File: src/rtl/eth_udp_pktgen_if.sv
// MAC TX AXI-Stream beat bus (64-bit data, byte enables, last, ready).
// The generator drives through master; the MAC side uses slave.
interface eth_udp_pktgen_if;
  logic        tvalid;
  logic        tready;
  logic [63:0] tdata;
  logic [7:0]  tkeep;
  logic        tlast;

  modport master (output tvalid, output tdata, output tkeep, output tlast, input tready);
  modport slave  (input tvalid, input tdata, input tkeep, input tlast, output tready);
endinterface

File: src/rtl/eth_udp_pktgen.sv
// UDP/IPv4 frame generator for the 10G MAC TX stream; one LOAD cycle precedes each frame.
// Beats are held stable while tready is low; the beat index advances only on handshake.
module eth_udp_pktgen #(
  parameter logic [47:0] ETH_DST       = 48'h90_E2_BA_5D_8D_C8,
  parameter logic [47:0] ETH_SRC       = 48'h00_11_22_33_44_55,
  parameter logic [31:0] IP_SADDR      = 32'hC0A8_016F,
  parameter logic [31:0] IP_DADDR      = 32'hC0A8_017A,
  parameter logic [15:0] UDP_SPORT     = 16'd3776,
  parameter logic [15:0] UDP_DPORT     = 16'd3776,
  parameter logic [15:0] MIN_FRAME_LEN = 16'd60,
  parameter logic [15:0] MAX_FRAME_LEN = 16'd1514
) (
  input  logic                   clk156,
  input  logic                   reset,
  input  logic                   cfg_start,
  input  logic                   cfg_stop,
  input  logic [15:0]            cfg_frame_len,
  input  logic [31:0]            cfg_gap,
  input  logic [31:0]            cfg_count,
  eth_udp_pktgen_if.master       s_axis_tx,
  output logic                   busy,
  output logic [31:0]            tx_frames
);

  typedef enum logic [1:0] {IDLE, LOAD, SEND, GAP} state_t;

  state_t      state, state_nxt;
  logic [15:0] len_q;
  logic [31:0] gap_q;
  logic [31:0] count_q;
  logic [31:0] gap_cnt;
  logic [7:0]  nbeats;
  logic [7:0]  beat;
  logic [15:0] ip_check;
  logic        stop_pend;

  logic [15:0] len_clamp;
  logic [15:0] tot_len_new;
  logic        xfer;
  logic        last_beat;
  logic        frame_done;
  logic        stop_now;
  logic        count_hit;

  function automatic logic [15:0] ip_csum(input logic [15:0] tot_len);
    logic [19:0] s;
    s = 20'h04500 + 20'(tot_len) + 20'h04011
      + 20'(IP_SADDR[31:16]) + 20'(IP_SADDR[15:0])
      + 20'(IP_DADDR[31:16]) + 20'(IP_DADDR[15:0]);
    s = 20'(s[15:0]) + 20'(s[19:16]);
    s = 20'(s[15:0]) + 20'(s[19:16]);
    return ~s[15:0];
  endfunction

  assign len_clamp   = (cfg_frame_len < MIN_FRAME_LEN) ? MIN_FRAME_LEN :
                       (cfg_frame_len > MAX_FRAME_LEN) ? MAX_FRAME_LEN : cfg_frame_len;
  assign tot_len_new = len_clamp - 16'd14;
  assign xfer        = (state == SEND) && s_axis_tx.tready;
  assign last_beat   = (beat == nbeats - 8'd1);
  assign frame_done  = xfer && last_beat;
  assign stop_now    = stop_pend || cfg_stop;
  assign count_hit   = (count_q != 32'd0) && (tx_frames + 32'd1 == count_q);

  always_ff @(posedge clk156) begin
    if (reset) state <= IDLE;
    else       state <= state_nxt;
  end

  always_comb begin
    state_nxt = state;
    case (state)
      IDLE: if (cfg_start) state_nxt = LOAD;
      LOAD: state_nxt = stop_now ? IDLE : SEND;
      SEND: begin
        if (frame_done) begin
          if (stop_now || count_hit) state_nxt = IDLE;
          else if (gap_q == 32'd0)   state_nxt = LOAD;
          else                       state_nxt = GAP;
        end
      end
      GAP: begin
        if (stop_now)                state_nxt = IDLE;
        else if (gap_cnt == 32'd0)   state_nxt = LOAD;
      end
      default: state_nxt = IDLE;
    endcase
  end

  // The sequence number stamped into each frame equals frames completed so far in the run.
  always_ff @(posedge clk156) begin
    if (reset) begin
      len_q     <= '0;
      gap_q     <= '0;
      count_q   <= '0;
      gap_cnt   <= '0;
      nbeats    <= '0;
      beat      <= '0;
      ip_check  <= '0;
      stop_pend <= 1'b0;
      tx_frames <= '0;
    end else begin
      case (state)
        IDLE: begin
          stop_pend <= 1'b0;
          if (cfg_start) begin
            count_q   <= cfg_count;
            tx_frames <= '0;
          end
        end
        LOAD: begin
          len_q    <= len_clamp;
          gap_q    <= cfg_gap;
          nbeats   <= 8'((len_clamp + 16'd7) >> 3);
          beat     <= '0;
          ip_check <= ip_csum(tot_len_new);
        end
        SEND: begin
          if (xfer) begin
            if (last_beat) begin
              beat      <= '0;
              tx_frames <= tx_frames + 32'd1;
              gap_cnt   <= gap_q - 32'd1;
            end else begin
              beat <= beat + 8'd1;
            end
          end
        end
        GAP: gap_cnt <= gap_cnt - 32'd1;
        default: ;
      endcase
      if (cfg_stop && state != IDLE) stop_pend <= 1'b1;
    end
  end

  logic [383:0] hdr;
  logic [15:0]  tot_len;
  logic [15:0]  udp_len;

  assign tot_len = len_q - 16'd14;
  assign udp_len = len_q - 16'd34;
  // First 48 wire bytes, byte 0 in the top bits; everything past byte 47 is zero padding.
  assign hdr = {ETH_DST, ETH_SRC, 16'h0800,
                8'h45, 8'h00, tot_len, 16'h0000, 16'h0000, 8'd64, 8'd17, ip_check,
                IP_SADDR, IP_DADDR,
                UDP_SPORT, UDP_DPORT, udp_len, 16'h0000,
                tx_frames, 16'h0000};

  always_comb begin
    busy             = (state != IDLE);
    s_axis_tx.tvalid = (state == SEND);
    s_axis_tx.tlast  = (state == SEND) && last_beat;
    s_axis_tx.tkeep  = 8'h00;
    s_axis_tx.tdata  = 64'd0;
    if (state == SEND) begin
      if (!last_beat || len_q[2:0] == 3'd0) s_axis_tx.tkeep = 8'hFF;
      else s_axis_tx.tkeep = 8'hFF >> (4'd8 - {1'b0, len_q[2:0]});
      if (beat < 8'd6) begin
        for (int i = 0; i < 8; i++) begin
          s_axis_tx.tdata[8*i +: 8] = hdr[383 - 64*int'(beat[2:0]) - 8*i -: 8];
        end
      end
    end
  end

endmodule

File: src/flat_wrapper.sv
// flat-port wrapper written by rule: the top's interface ports become plain ports
module eth_udp_pktgen_flat 
#(
  parameter logic [47:0] ETH_DST       = 48'h90_E2_BA_5D_8D_C8,
  parameter logic [47:0] ETH_SRC       = 48'h00_11_22_33_44_55,
  parameter logic [31:0] IP_SADDR      = 32'hC0A8_016F,
  parameter logic [31:0] IP_DADDR      = 32'hC0A8_017A,
  parameter logic [15:0] UDP_SPORT     = 16'd3776,
  parameter logic [15:0] UDP_DPORT     = 16'd3776,
  parameter logic [15:0] MIN_FRAME_LEN = 16'd60,
  parameter logic [15:0] MAX_FRAME_LEN = 16'd1514
)
  (clk156, reset, cfg_start, cfg_stop, cfg_frame_len, cfg_gap, cfg_count, busy, tx_frames, s_axis_tx_tvalid, s_axis_tx_tdata, s_axis_tx_tkeep, s_axis_tx_tlast, s_axis_tx_tready);
  eth_udp_pktgen_if s_axis_tx_i ();
  input  logic clk156;
  input  logic reset;
  input  logic cfg_start;
  input  logic cfg_stop;
  input  logic [15:0] cfg_frame_len;
  input  logic [31:0] cfg_gap;
  input  logic [31:0] cfg_count;
  output logic busy;
  output logic [31:0] tx_frames;
  output wire logic [$bits(s_axis_tx_i.tvalid)-1:0] s_axis_tx_tvalid;
  output wire logic [$bits(s_axis_tx_i.tdata)-1:0] s_axis_tx_tdata;
  output wire logic [$bits(s_axis_tx_i.tkeep)-1:0] s_axis_tx_tkeep;
  output wire logic [$bits(s_axis_tx_i.tlast)-1:0] s_axis_tx_tlast;
  input wire logic [$bits(s_axis_tx_i.tready)-1:0] s_axis_tx_tready;
  assign s_axis_tx_tvalid = s_axis_tx_i.tvalid;
  assign s_axis_tx_tdata = s_axis_tx_i.tdata;
  assign s_axis_tx_tkeep = s_axis_tx_i.tkeep;
  assign s_axis_tx_tlast = s_axis_tx_i.tlast;
  assign s_axis_tx_i.tready = s_axis_tx_tready;
  eth_udp_pktgen #(.ETH_DST(ETH_DST), .ETH_SRC(ETH_SRC), .IP_SADDR(IP_SADDR), .IP_DADDR(IP_DADDR), .UDP_SPORT(UDP_SPORT), .UDP_DPORT(UDP_DPORT), .MIN_FRAME_LEN(MIN_FRAME_LEN), .MAX_FRAME_LEN(MAX_FRAME_LEN)) u_core (.clk156(clk156), .reset(reset), .cfg_start(cfg_start), .cfg_stop(cfg_stop), .cfg_frame_len(cfg_frame_len), .cfg_gap(cfg_gap), .cfg_count(cfg_count), .s_axis_tx(s_axis_tx_i), .busy(busy), .tx_frames(tx_frames));
endmodule
File: config.mk
export PLATFORM = sky130hd
export DESIGN_NAME = eth_udp_pktgen_flat
export DESIGN_NICKNAME = d
export VERILOG_FILES = /design/src/rtl/eth_udp_pktgen_if.sv /design/src/rtl/eth_udp_pktgen.sv /design/src/flat_wrapper.sv
export SDC_FILE = /design/constraint.sdc
export NUM_CORES = 1
export LEC_CHECK = 0
export ABC_CLOCK_PERIOD_IN_PS = 10800
export BUFFER_PORTS_ARGS = -buffer_cell sky130_fd_sc_hd__buf_2
export CORE_MARGIN = 2
export CORE_UTILIZATION = 40
export CTS_CLUSTER_DIAMETER = 80
export DETAILED_ROUTE_END_ITERATION = 8
export GPL_ROUTABILITY_DRIVEN = 1
export PLACE_DENSITY = 0.69
export SYNTH_ARGS = -nofsm -noshare
export SYNTH_HDL_FRONTEND = slang
export SYNTH_SLANG_ARGS = --single-unit
File: constraint.sdc
create_clock -name clk156 -period 10.8 [get_ports clk156]
set_input_delay 0.54 -clock clk156 [delete_from_list [all_inputs] [get_ports clk156]]
set_output_delay 0.54 -clock clk156 [all_outputs]
set_load 0.02 [all_outputs]
=== Word level (Yosys, flattened, before mapping) ===
Index checks and enable logic that the tools add are counted.

* Bits in registers: 179
* Input port bits: 85
* Output and inout bits: 107

* $add $sub $neg: 26
* $lt $le $gt $ge: 3
* Equal/unequal tests: 10
* Shifts and indexed selects: 9
* Multiplexer cells: 26
* Bitwise gates (word level): 1
* Reduce and logical (&&, ||, !) cells: 24

{| class="wikitable"
|+ Operators by type and width
! cell !! number
|-
| 391-bit by 32-bit variable part select with 8-bit output || 8
|-
| 32-bit two-way mux || 5
|-
| 64-bit two-way mux || 2
|-
| 32-bit one-hot mux with 2 select lines || 2
|-
| 32-bit by 7-bit subtractor with 32-bit output (second input constant) || 4
|-
| 32-bit logical NOT || 2
|-
| 32-bit by 1-bit subtractor with 32-bit output (second input constant) || 2
|-
| 32-bit by 6-bit subtractor with 32-bit output (second input constant) || 2
|-
| 20-bit by 16-bit adder with 20-bit output (second input constant) || 2
|-
| 20-bit by 9-bit adder with 20-bit output (second input constant) || 2
|-
| 32-bit by 1-bit adder with 32-bit output (second input constant) || 1
|-
| 32-bit == test || 1
|-
| 16-bit two-way mux || 2
|-
| 8-bit two-way mux || 4
|-
| 32-bit nonzero test || 1
|-
| 16-bit by 4-bit subtractor with 16-bit output (second input constant) || 2
|-
| 32-bit by 5-bit subtractor with 32-bit output (second input constant) || 1
|-
| 20-bit by 15-bit adder with 20-bit output (second input constant) || 1
|-
| 15-bit by 16-bit adder with 17-bit output (first input constant) || 1
|-
| 16-bit by 4-bit adder with 17-bit output || 1
|-
| 16-bit by 4-bit adder with 16-bit output || 1
|-
| 16-bit by 11-bit greater-than comparator with 1-bit output (second input constant) || 1
|-
| 16-bit by 6-bit < comparator with 1-bit output (second input constant) || 1
|-
| 16-bit inverter || 1
|-
| other kinds (27) || 49
|}

=== Logic depth before layout (Yosys ltp) ===
Gate-level depths: netlist of the first run.

* Depth in word-level cells: 13
* Mapped depth: 21
* Mapped depth without buffers: 19

=== Worst setup path after synthesis of the first run ===
OpenSTA, ideal clock, no wires.

* Path type: in2reg
* Start: in cfg_frame_len[14]
* End: reg u_core.ip_check[11]
* Library setup time: 0.120 ns
* Data arrival time: 4.637 ns
* Slack: 6.043 ns
* Stages: 20
* Buffers on the path: 2
* Cell sequence: or4_4 buf_6 a211oi_4 and2_1 a21oi_1 inv_1 ha_1 clkbuf_1 or3b_2 o41ai_1 a22oi_1 o31ai_1 o41ai_4 nand3_1 xnor2_1 nor3_1 nor2_1 a311oi_1 nor2_1 a211o_1

* Cells in the longest elaborated chain, start to end: 13

{| class="wikitable"
|+ RTL lines
! item !! RTL line !! source
|-
| from (decl) || flat_wrapper.sv:19 || <nowiki>input logic [15:0] cfg_frame_len;</nowiki>
|-
| 16-bit by 11-bit greater-than comparator with 1-bit output || eth_udp_pktgen.sv:56 || <nowiki>(cfg_frame_len > MAX_FRAME_LEN) ? MAX_FRAME_LEN : cfg_frame_len;</nowiki>
|-
| 16-bit two-way mux || eth_udp_pktgen.sv:56 ||
|-
| 16-bit two-way mux * || eth_udp_pktgen.sv:55 || <nowiki>assign len_clamp = (cfg_frame_len < MIN_FRAME_LEN) ? MIN_FRAME_LEN :</nowiki>
|-
| net u_core.len_clamp[2] || eth_udp_pktgen.sv:37 || <nowiki>logic [15:0] len_clamp;</nowiki>
|-
| 16-bit by 4-bit subtractor with 16-bit output * || eth_udp_pktgen.sv:57 || <nowiki>assign tot_len_new = len_clamp - 16'd14;</nowiki>
|-
| 15-bit by 16-bit adder with 17-bit output * || eth_udp_pktgen.sv:47 || <nowiki>s = 20'h04500 + 20'(tot_len) + 20'h04011</nowiki>
|-
| 20-bit by 15-bit adder with 20-bit output * || eth_udp_pktgen.sv:47 ||
|-
| 20-bit by 16-bit adder with 20-bit output * || eth_udp_pktgen.sv:48 || <nowiki>+ 20'(IP_SADDR[31:16]) + 20'(IP_SADDR[15:0])</nowiki>
|-
| 20-bit by 9-bit adder with 20-bit output * || eth_udp_pktgen.sv:48 ||
|-
| 20-bit by 16-bit adder with 20-bit output * || eth_udp_pktgen.sv:49 || <nowiki>+ 20'(IP_DADDR[31:16]) + 20'(IP_DADDR[15:0]);</nowiki>
|-
| 20-bit by 9-bit adder with 20-bit output * || eth_udp_pktgen.sv:49 ||
|-
| 16-bit by 4-bit adder with 17-bit output * || eth_udp_pktgen.sv:50 || <nowiki>s = 20'(s[15:0]) + 20'(s[19:16]);</nowiki>
|-
| 16-bit by 4-bit adder with 16-bit output * || eth_udp_pktgen.sv:51 || <nowiki>s = 20'(s[15:0]) + 20'(s[19:16]);</nowiki>
|-
| 16-bit inverter * || eth_udp_pktgen.sv:52 || <nowiki>return ~s[15:0];</nowiki>
|-
| to (signal assigned) || eth_udp_pktgen.sv:115 || <nowiki>ip_check <= ip_csum(tot_len_new);</nowiki>
|-
| to (decl) || eth_udp_pktgen.sv:34 || <nowiki>logic [15:0] ip_check;</nowiki>
|}

The timed path passes the listed nets; every way through them passes the cells marked *.
A chain may end at the register's enable or synchronous reset.

=== Worst setup path after layout of the first run ===
* Start: in cfg_frame_len[5]
* End: reg u_core.ip_check[11]

The elaborated chain is that of the path after synthesis.

==> flow_metrics.tcl, run 1 <==
set metrics [dict create \
    outcome "complete, no violations" \
    io_pins 192 \
    syn_area_sq_mm 0.0127 \
    dp_worst_setup_slack_ps 5460 \
    gp_routability_congestion 0.914 \
    syn2layout_area_growth_pct 13.6 \
    hold_start "cfg_gap[31]" \
    post-cts-setup-buffers 0 \
    cts_buffers 17 \
    detail_route.first_pass.iterations 6 \
    ys_types 89 \
    cts_tree "yes" \
    synth_top_area_share_pct 28.2 \
    grt_pass1_wl_um 64600 \
    grtUsageTotal_pct 23.9 \
    antenna_found_initial 0 \
    rrSetupSlack_ps 6070 \
    postCtsHoldBufs 0 \
    fin_util_pct 46.0 \
    p_leak_nw 5.84 \
    fin_crit_sh_pct 46.0 \
    core_area_sq_mm 0.0314 \
    hold_class "in -> reg" \
    slew_viol_final 0 \
    cp-end-kind "register" \
    vias 13500 \
    worst_pin_slew_ps 1140 \
    insertion_delay_ps 440 \
    ys_seq_elements 179 \
    multi_input_area_sq_mm 0.00857 \
    drc 0 \
    final_cells 2304 \
    avgRoutedWirePerCell_um 17.8 \
    power_per_cell_area_mw_per_mm2 128 \
    cts.sinks 179 \
    hold_slack_ps 326 \
    post-route-min-period_ps 4970 \
    setup_ws_ps 5830 \
    drt_iter0_drc 1141 \
    critical_path_class "in -> reg" \
    synth_warnings 0 \
    regArea_sq_mm 0.00358 \
    async_reset_ff_share_pct 0 \
    synth-edff-count 0 \
    grt_max_degree 71 \
    io_buffers 191 \
    yosys_most_used_dff "dfxtp_1" \
    reg2reg_from "u_core.state[1]$_SDFFE_PP0P_" \
    ant_nets 0 \
    antenna_cells 0 \
    cp_max_fo 15 \
    post_synth_main_area_contributors "dfxtp_1 (28%), a21oi_1 (9.3%), nand2_1 (7.5%)" \
    place_hpwl_um 29900 \
    finalHoldViolations 0 \
    viasPerCell 5.86 \
    power.total_mw 1.85 \
    internal_power_mw 1.23 \
    die_h_um 182 \
    fin_area_sq_mm 0.0144 \
    cts_resized 0 \
    rsz0062_at_grt "no" \
    max_cap_violations 0 \
    maxSlewHeadroom_pct 24.0 \
    nFillCells 3240 \
    seq_area_frac_synth_pct 28.2 \
    seq_power_share_pct 40.7 \
    synth_area_per_cell_sq_um 7.13 \
    skew_ps 12.0 \
    yosysTopAreaCell "dfxtp_1" \
    p_sw_share_pct 33.7 \
    cts_max_level 4 \
    critical_path.startpoint "cfg_frame_len[5]" \
    comb_power_share_pct 25.7 \
    design.final.nets 2001 \
    cts-root-buf "clkbuf_16" \
    fp.dieArea_sq_mm 0.0332 \
    routed_wl_um 41100 \
    cp.required_ps 11140 \
    setup_tns_ps 0 \
    cp-start-kind "input pin" \
    max_freq_mhz 201 \
    cts_max_path_buffers 2 \
    power.net_switching_mw 0.623 \
    dieWidth_um 182 \
    arrival_ps 5310 \
    drive_gt1_share_pct 14.6 \
    pwr-share-clk_pct 33.6 \
    place_area_sq_mm 0.0139 \
    synthCells 1781 \
    rows 65 \
    start_util_pct 40.5 \
    grt-ovfl-total 0 \
    clk_pin_slew_ps 70 \
    grt_pass1_vias 12200 \
    dp.cells 2273 \
    setup_viol 0 \
    ir_drop_mv 0.123 \
]
[power by group through the flow]
| stage | Clock, mW | Combinational [mW] | Sequential (mW) |
|---|---|---|---|
| final | 0.623 | 0.476 | 0.753 |
| after global placement | 0 | 0.463 | 0.764 |
| after floorplan | 0 | 0.362 | 0.744 |
| after CTS | 0.633 | 0.473 | 0.751 |
| after global routing | 0.658 | 0.533 | 0.758 |
| after detailed placement | 0 | 0.470 | 0.766 |
[path summary, 6_finish.rpt]
check / endpoint / cells past startpoint
hold / removal: u_core.gap_q[31]$_SDFFE_PP0P_ / 3
hold reg to reg: u_core.ip_check[8]$_SDFFE_PP0P_ / 2
setup reg to reg: u_core.gap_cnt[30]$_SDFFE_PP0P_ / 14
setup / recovery: u_core.ip_check[11]$_SDFFE_PP0P_ / 19
[flip-flops by register name, indices dropped and copies added (netlist names)]
signal            cells
u_core.count_q       32
u_core.gap_cnt       32
u_core.gap_q         32
u_core.tx_frames     32
u_core.ip_check      16
u_core.len_q         16
u_core.beat           8
u_core.nbeats         8
u_core.state          2
u_core.stop_pend      1
[per-layer routing]
layer	wire length, um	track usage, %
met1	18400	32.1
met3	2600	3.29
met4	832	6.84
met5	0	0
met2	19300	40.0
[cell usage after synthesis, drive strengths merged, types with 24 or more instances]
master,number
a21oi,240
and2,26
clkbuf,106
dfxtp,179
ha,25
inv,28
nand2,254
nand3,47
nand4,25
nor2,195
nor3,58
nor4,32
o21ai,105
or3,24
xnor2,83
xor2,49
[placed cells by master (no fill, tap or decap), types with 6 or more instances in the layout]
cell type    n
a32oi_1      9
and3_1      21
dfxtp_1    179
nor2_1     195
clkbuf_16   17
o22ai_1      6
buf_4       19
or2_2        7
nand2_1    252
nand3_1     45
o31ai_1     11
a21oi_1    237
inv_1       28
nand2b_1    10
nor3b_1     11
mux2i_1     23
and4_1       8
xor2_1      49
and2_1      24
or3_1       23
nand4_1     25
buf_2      190
a311oi_1     9
a31oi_1     17
a211oi_1    20
nor3_1      56
xnor2_1     81
nor4_1      30
ha_1        25
nand3b_1    22
o21ai_0    102
o311ai_0    16
[cell type report]
cell class                      count  share of cell area, %
Tap cell                          402                   3.49
Multi-Input combinational cell   1454                   59.4
Clock buffer                       19                   3.07
Timing Repair Buffer              209                   7.58
Inverter                           29                  0.754
Sequential cell                   179                   24.8
Clock inverter                     12                  0.911
[worst max-delay path: stages]
cell	delay [ps]
buf_2	260
nand4_1	190
a2111o_1	520
and2_1	230
a21oi_1	400
inv_1	120
ha_1	320
a21oi_1	230
o41ai_1	80
a22oi_1	250
o31ai_1	170
o41ai_4	550
nand3_1	160
xnor2_1	180
nor3_1	260
nor2_1	80
a311oi_1	380
nor2_1	80
a211o_1	300
[logic make-up after synthesis]
group	share of synthesized area, %
simple gates	29.4
compound gates	23.8
flops	28.2
buf+inv	4.58
xor+xnor	9.31
fa+ha+maj	2.70
mux	1.90
other cells	0.0591
No activity file was read; power rests on OpenSTA's default activity.
==> run 2, diff against run 1 <==
--- a/config.mk
+++ b/config.mk
@@ -5,14 +5,14 @@
 export SDC_FILE = /design/constraint.sdc
 export NUM_CORES = 1
 export LEC_CHECK = 0
-export ABC_CLOCK_PERIOD_IN_PS = 10800
+export ABC_CLOCK_PERIOD_IN_PS = 4300
 export BUFFER_PORTS_ARGS = -buffer_cell sky130_fd_sc_hd__buf_2
 export CORE_MARGIN = 2
 export CORE_UTILIZATION = 40
 export CTS_CLUSTER_DIAMETER = 80
 export DETAILED_ROUTE_END_ITERATION = 8
 export GPL_ROUTABILITY_DRIVEN = 1
-export PLACE_DENSITY = 0.69
+export PLACE_DENSITY = 0.72
 export SYNTH_ARGS = -nofsm -noshare
 export SYNTH_HDL_FRONTEND = slang
 export SYNTH_SLANG_ARGS = --single-unit
==> constraint.sdc (replaced) <==
create_clock -name clk156 -period 4.3 [get_ports clk156]
set_input_delay 0.215 -clock clk156 [delete_from_list [all_inputs] [get_ports clk156]]
set_output_delay 0.215 -clock clk156 [all_outputs]
set_load 0.02 [all_outputs]
==> run 2 against run 1 <==
- critical path depth decreased by 7
- cell area grew 3.5%
- register-to-register slack lost 5500 ps
- die area is the same
- setup slack got worse by 5500 ps
- cell count increased by 2.5%
- count of clock-buffer cells in the layout did not move
- largest power group unchanged
==> flow_metrics.tcl, run 2 (synthesis gave the netlist of run 1 again) <==
set metrics [dict create \
    fin_area_sq_mm 0.0149 \
    drc 0 \
    cp_max_fo 7 \
    outcome "complete, no violations" \
    layout_commonest_cell "nand2_1" \
    p_leak_nw 6.15 \
    r2r-end "u_core.gap_cnt[30]$_SDFFE_PP0P_" \
    hold_end "u_core.gap_q[12]$_SDFFE_PP0P_" \
    grt-ovfl-total 0 \
    rsz0062_at_grt "no" \
    power.total_mw 4.80 \
    syn2layout_area_growth_pct 17.5 \
    ff2ff_path_depth 13 \
    fp.dieArea_sq_mm 0.0332 \
    max_cap_violations 0 \
    core_area_sq_mm 0.0314 \
    cts_resized 0 \
    dp_worst_setup_slack_ps -65.7 \
    setup_ws_ps 321 \
    rows 65 \
    grtUsageTotal_pct 24.2 \
    regArea_sq_mm 0.00358 \
    slowest_delay_ps 450 \
    hold_depth 3 \
    die_h_um 182 \
    drt_iter0_drc 1254 \
    fin_crit_sh_pct 92.5 \
    cp-start-kind "register" \
    multi_input_area_sq_mm 0.00857 \
    avgRoutedWirePerCell_um 17.4 \
    slew_viol_final 0 \
    arrival_ps 3760 \
    postCtsHoldBufs 9 \
    setup_viol 0 \
    place_hpwl_um 30500 \
    dp.cells 2320 \
    grt_pass1_wl_um 65800 \
    cts_max_level 4 \
    antenna_found_initial 0 \
    clk_pin_slew_ps 70 \
    cp_common_cell "or3_1" \
    cts-root-buf "clkbuf_16" \
    cts_tree "yes" \
    maxSlewHeadroom_pct 30.4 \
    io_buffers 191 \
    hold_class "in -> reg" \
    layout_common_cells "nand2_1 (252), a21oi_1 (236), nor2_1 (195), buf_2 (190), dfxtp_1 (179)" \
    detail_route.first_pass.iterations 5 \
    grt_max_degree 78 \
    reg2reg_from "u_core.state[1]$_SDFFE_PP0P_" \
    ir_drop_mv 0.288 \
    drive_gt1_share_pct 16.8 \
    power_per_cell_area_mw_per_mm2 321 \
    io_pins 192 \
    start_util_pct 40.5 \
    viasPerCell 5.83 \
    critical_path_class "reg -> out" \
    grt_pass1_vias 12600 \
    path_cells "ha_1, a21o_1, or2_2, or4_1, or3_1, or3_1, nor3_1, xor2_1, a22o_1, nand2_1, a21oi_1, buf_2" \
    finalHoldViolations 0 \
    gp_routability_congestion 0.944 \
    design.final.nets 2057 \
    ant_nets 0 \
    critPathSlowestCell "or4_1" \
    final_cells 2361 \
    routed_wl_um 41200 \
    nFillCells 3189 \
    cp-end-kind "primary output" \
    vias 13800 \
    insertion_delay_ps 440 \
    cp.required_ps 4090 \
    hold_start "cfg_gap[12]" \
    cts_buffers 17 \
    place_area_sq_mm 0.0142 \
    antenna_cells 0 \
    worst_pin_slew_ps 1040 \
    max_freq_mhz 251 \
    post-cts-setup-buffers 0 \
    dieWidth_um 182 \
    cts.sinks 179 \
    skew_ps 14.9 \
    post-route-min-period_ps 3980 \
    cts_max_path_buffers 2 \
    rrSetupSlack_ps 550 \
]
run 2: how the worst max path moves through the flow:
stage,slack [ps],start,end,depth (start not counted)
4_1_cts,340,u_core.len_q[1]$_SDFFE_PP0P_,s_axis_tx_tdata[7],12
5_1_grt,60,cfg_frame_len[14],u_core.ip_check[11]$_SDFFE_PP0P_,19
2_1_floorplan,-20,u_core.state[1]$_SDFFE_PP0P_,u_core.gap_cnt[30]$_SDFFE_PP0P_,17
6_report,320,u_core.len_q[1]$_SDFFE_PP0P_,s_axis_tx_tdata[7],12
3_3_place_gp,-9,cfg_frame_len[14],u_core.ip_check[11]$_SDFFE_PP0P_,19
3_5_place_dp,-70,cfg_frame_len[14],u_core.ip_check[10]$_SDFFE_PP0P_,19
run 2: cell type report:
class	instances	area share, %
tap	402	3.37
inverter	29	0.729
sequential	179	24.0
clock inverter	13	1.16
clock buffer	19	3.03
multi-input combinational	1454	57.4
timing repair buffer	265	10.3
run 2: layer usage:
layer	track usage (%)	share of wire (%)	vias to the layer above	routed length, um
met5	0	0	-	0
met4	8.84	2.7	0	1120
met3	3.35	6.4	83	2640
met2	39.7	46	513	19000
met1	32.3	45	6480	18400
li1	-	-	6680	-
run 2: power breakdown:
group | switching, mW | internal [mW] | total, mW
registers | 0.134 | 1.76 | 1.89
clock network | 0.715 | 0.957 | 1.67
logic | 0.748 | 0.487 | 1.23
total | 1.60 | 3.20 | 4.80
run 2: metrics by stage:
step	TNS (ps)	hold slack (ps)	utilization, %
finish	0	9.45	47.6
global route	0	2.93	47.6
CTS	0	1.67	47.6
detailed placement	-128	457	45.3
global placement	-9.00	446	45.3
floorplan	-16.8	351	-
run 2: critical path, delay by kind of cell, from the launching register on:
| family | cells | cell delay [ps] |
|---|---|---|
| AND/OR/NAND/NOR | 6 | 1700 |
| AO/OA/AOI/OAI | 3 | 520 |
| flip-flops | 1 | 410 |
| adder cells (fa/ha/maj) | 1 | 310 |
| XOR/XNOR | 1 | 190 |
| buffers and inverters | 1 | 180 |
==> run 3, diff against run 2 <==
--- a/config.mk
+++ b/config.mk
@@ -5,14 +5,14 @@
 export SDC_FILE = /design/constraint.sdc
 export NUM_CORES = 1
 export LEC_CHECK = 0
-export ABC_CLOCK_PERIOD_IN_PS = 4300
+export ABC_CLOCK_PERIOD_IN_PS = 4150
 export BUFFER_PORTS_ARGS = -buffer_cell sky130_fd_sc_hd__buf_2
-export CORE_MARGIN = 2
+export CORE_MARGIN = 3
 export CORE_UTILIZATION = 40
 export CTS_CLUSTER_DIAMETER = 80
 export DETAILED_ROUTE_END_ITERATION = 8
 export GPL_ROUTABILITY_DRIVEN = 1
-export PLACE_DENSITY = 0.72
+export PLACE_DENSITY = 0.69
 export SYNTH_ARGS = -nofsm -noshare
 export SYNTH_HDL_FRONTEND = slang
 export SYNTH_SLANG_ARGS = --single-unit
==> constraint.sdc (replaced) <==
create_clock -name clk156 -period 4.15 [get_ports clk156]
set_input_delay 0.2075 -clock clk156 [delete_from_list [all_inputs] [get_ports clk156]]
set_output_delay 0.2075 -clock clk156 [all_outputs]
set_load 0.02 [all_outputs]
==> run 3 against run 2 <==
- register-to-register slack worse by 90 ps
- first-iteration DRC count increased by 4.3%
- cell count increased by 0.55%
- wire length is 2.8% higher
- sequential share of layout area down 0.35 points
- highest routed layer unchanged
- clock skew decreased by 2.3 ps
- non-clock buffer count grew 19
- largest cell class unchanged
- die area rose by 2.2%
- critical endpoint unchanged
- setup slack worse by 110 ps
- core utilization rose by 1.5 points
- via count increased by 0.21%
- count of clock-buffer cells in the layout down 1
==> flow_metrics.tcl, run 3 (synthesis gave the netlist of run 1 again) <==
set metrics [dict create \
    cts-root-buf "clkbuf_16" \
    rows 64 \
    nFillCells 3149 \
    dp_worst_setup_slack_ps -75.9 \
    start_util_pct 41.1 \
    insertion_delay_ps 430 \
    cts_buffers 17 \
    vias 13800 \
    drt_iter0_drc 1308 \
    worst_pin_slew_ps 1030 \
    grt_use_met2_pct 40.0 \
    fin_crit_sh_pct 94.9 \
    slowest_delay_ps 450 \
    critPathSlowestCell "or4_1" \
    hold_class "in -> reg" \
    grt_most_used_layer "met2" \
    ant_nets 0 \
    cp_common_cell "or3_1" \
    use_met1_pct 33.1 \
    skew_ps 12.6 \
    cts_tree "yes" \
    rsz0062_at_grt "no" \
    setup_ws_ps 212 \
    io_buffers 191 \
    power_per_cell_area_mw_per_mm2 336 \
    design.final.nets 2076 \
    grtUsageTotal_pct 24.2 \
    cts.sinks 179 \
    cp.required_ps 3940 \
    cp_max_fo 7 \
    hold_start "cfg_gap[11]" \
    cts_max_path_buffers 2 \
    die_h_um 184 \
    antenna_found_initial 1 \
    layout_commonest_cell "nand2_1" \
    dieWidth_um 184 \
    drc 0 \
    place_hpwl_um 31100 \
    path_cells "ha_1, a21o_1, or2_2, or4_1, or3_1, or3_1, nor3_1, xor2_1, a22o_1, nand2_1, a21oi_1, buf_2" \
    antenna_cells 0 \
    clk_pin_slew_ps 70 \
    critical_path_class "reg -> out" \
    finalHoldViolations 0 \
    detail_route.first_pass.iterations 5 \
    arrival_ps 3730 \
    layout_common_cells "nand2_1 (252), a21oi_1 (236), nor2_1 (194), buf_2 (190), dfxtp_1 (179)" \
    routed_wl_um 42300 \
    grt_pass1_vias 12900 \
    post-route-min-period_ps 3940 \
    outcome "complete, no violations" \
    p_leak_nw 6.27 \
    core_area_sq_mm 0.0309 \
    drive_gt1_share_pct 17.5 \
    max_cap_violations 0 \
    critical_path.startpoint "u_core.len_q[1]$_SDFFE_PP0P_" \
    io_pins 192 \
    grt_max_degree 105 \
    gp_routability_congestion 0.899 \
    maxSlewHeadroom_pct 31.4 \
    reg2reg_from "u_core.tx_frames[0]$_SDFFE_PP0P_" \
    cts_max_level 4 \
    slew_viol_final 0 \
    grt_use_met3_pct 3.12 \
    post-cts-setup-buffers 0 \
    setup_viol 0 \
    ir_drop_mv 0.289 \
    grt_pass1_wl_um 67500 \
    fp.dieArea_sq_mm 0.0339 \
    syn2layout_area_growth_pct 19.3 \
    viasPerCell 5.81 \
    avgRoutedWirePerCell_um 17.8 \
    cp-end-kind "primary output" \
    max_freq_mhz 254 \
    final_cells 2374 \
    cp-start-kind "register" \
    dp.cells 2328 \
    grt-ovfl-total 0 \
]
==> run 3: cell types whose count changed in the layout (fill, tap and decap cells not counted), sizes merged, moves of 2 or more <==
cell,previous run,this run
buf,256,270
dlygate4sd3,9,14
clkinv,8,5
bufinv,3,5
==> run 3: power by group <==
| group | internal [mW] | switching [mW] | total [mW] |
|---|---|---|---|
| sequential | 1.82 | 0.132 | 1.95 |
| clock | 1.10 | 0.745 | 1.84 |
| combinational | 0.515 | 0.788 | 1.30 |
| total | 3.43 | 1.66 | 5.10 |
==> run 3: worst paths after layout <==
check                                                  endpoint  slack [ps]  cells past startpoint
worst max-delay path                         s_axis_tx_tdata[7]         210                     12
worst min register to register  u_core.ip_check[6]$_SDFFE_PP0P_         460                      2
worst max register to register     u_core.state[1]$_SDFFE_PP0P_         460                     11
worst min-delay path              u_core.gap_q[11]$_SDFFE_PP0P_          10                      3
==> run 3: layout make-up <==
cell class / count / area [sq um] / area share [%]
timing repair buffer: 284 / 1700 / 11.2
clock buffer: 18 / 439 / 2.90
sequential: 179 / 3580 / 23.6
multi-input combinational: 1454 / 8600 / 56.7
inverter: 29 / 109 / 0.718
tap: 396 / 495 / 3.27
clock inverter: 14 / 223 / 1.47
==> run 3: worst max-delay path, delay by kind of cell, from the launching register on <==
family	cells	cell delay, ps
buffers and inverters	1	190
flip-flops	1	410
AO/OA/AOI/OAI	3	500
AND/OR/NAND/NOR	6	1730
XOR/XNOR	1	170
adder cells (fa/ha/maj)	1	300
==> run 3: what timing repair did <==
item | CTS | global route
endpoints found under the hold margin | 14 | 0
endpoints found under the setup margin | 0 | 1
hold buffers | 14 | 0
gates resized for setup | 0 | 1
==> run 3: layer usage <==
layer | up-vias | routed length, um
li1 | 6711 | -
met3 | 57 | 2460
met5 | - | 0
met4 | 0 | 1060
met2 | 471 | 19600
met1 | 6546 | 19200
==> run 3: stage by stage <==
step | hold slack (ps) | utilization [%] | total power, mW | area [sq um] | setup TNS [ps]
2_1_floorplan | 343 | - | 2.88 | 12800 | 0
3_3_place_gp | 447 | 46.4 | 3.24 | 14300 | -16.9
3_5_place_dp | 450 | 46.4 | 3.26 | 14300 | -75.9
4_1_cts | 0.151 | 49.0 | 5.11 | 15100 | 0
5_1_grt | 9.93 | 49.0 | 5.35 | 15200 | 0
6_report | 10.1 | 49.0 | 5.10 | 15200 | 0
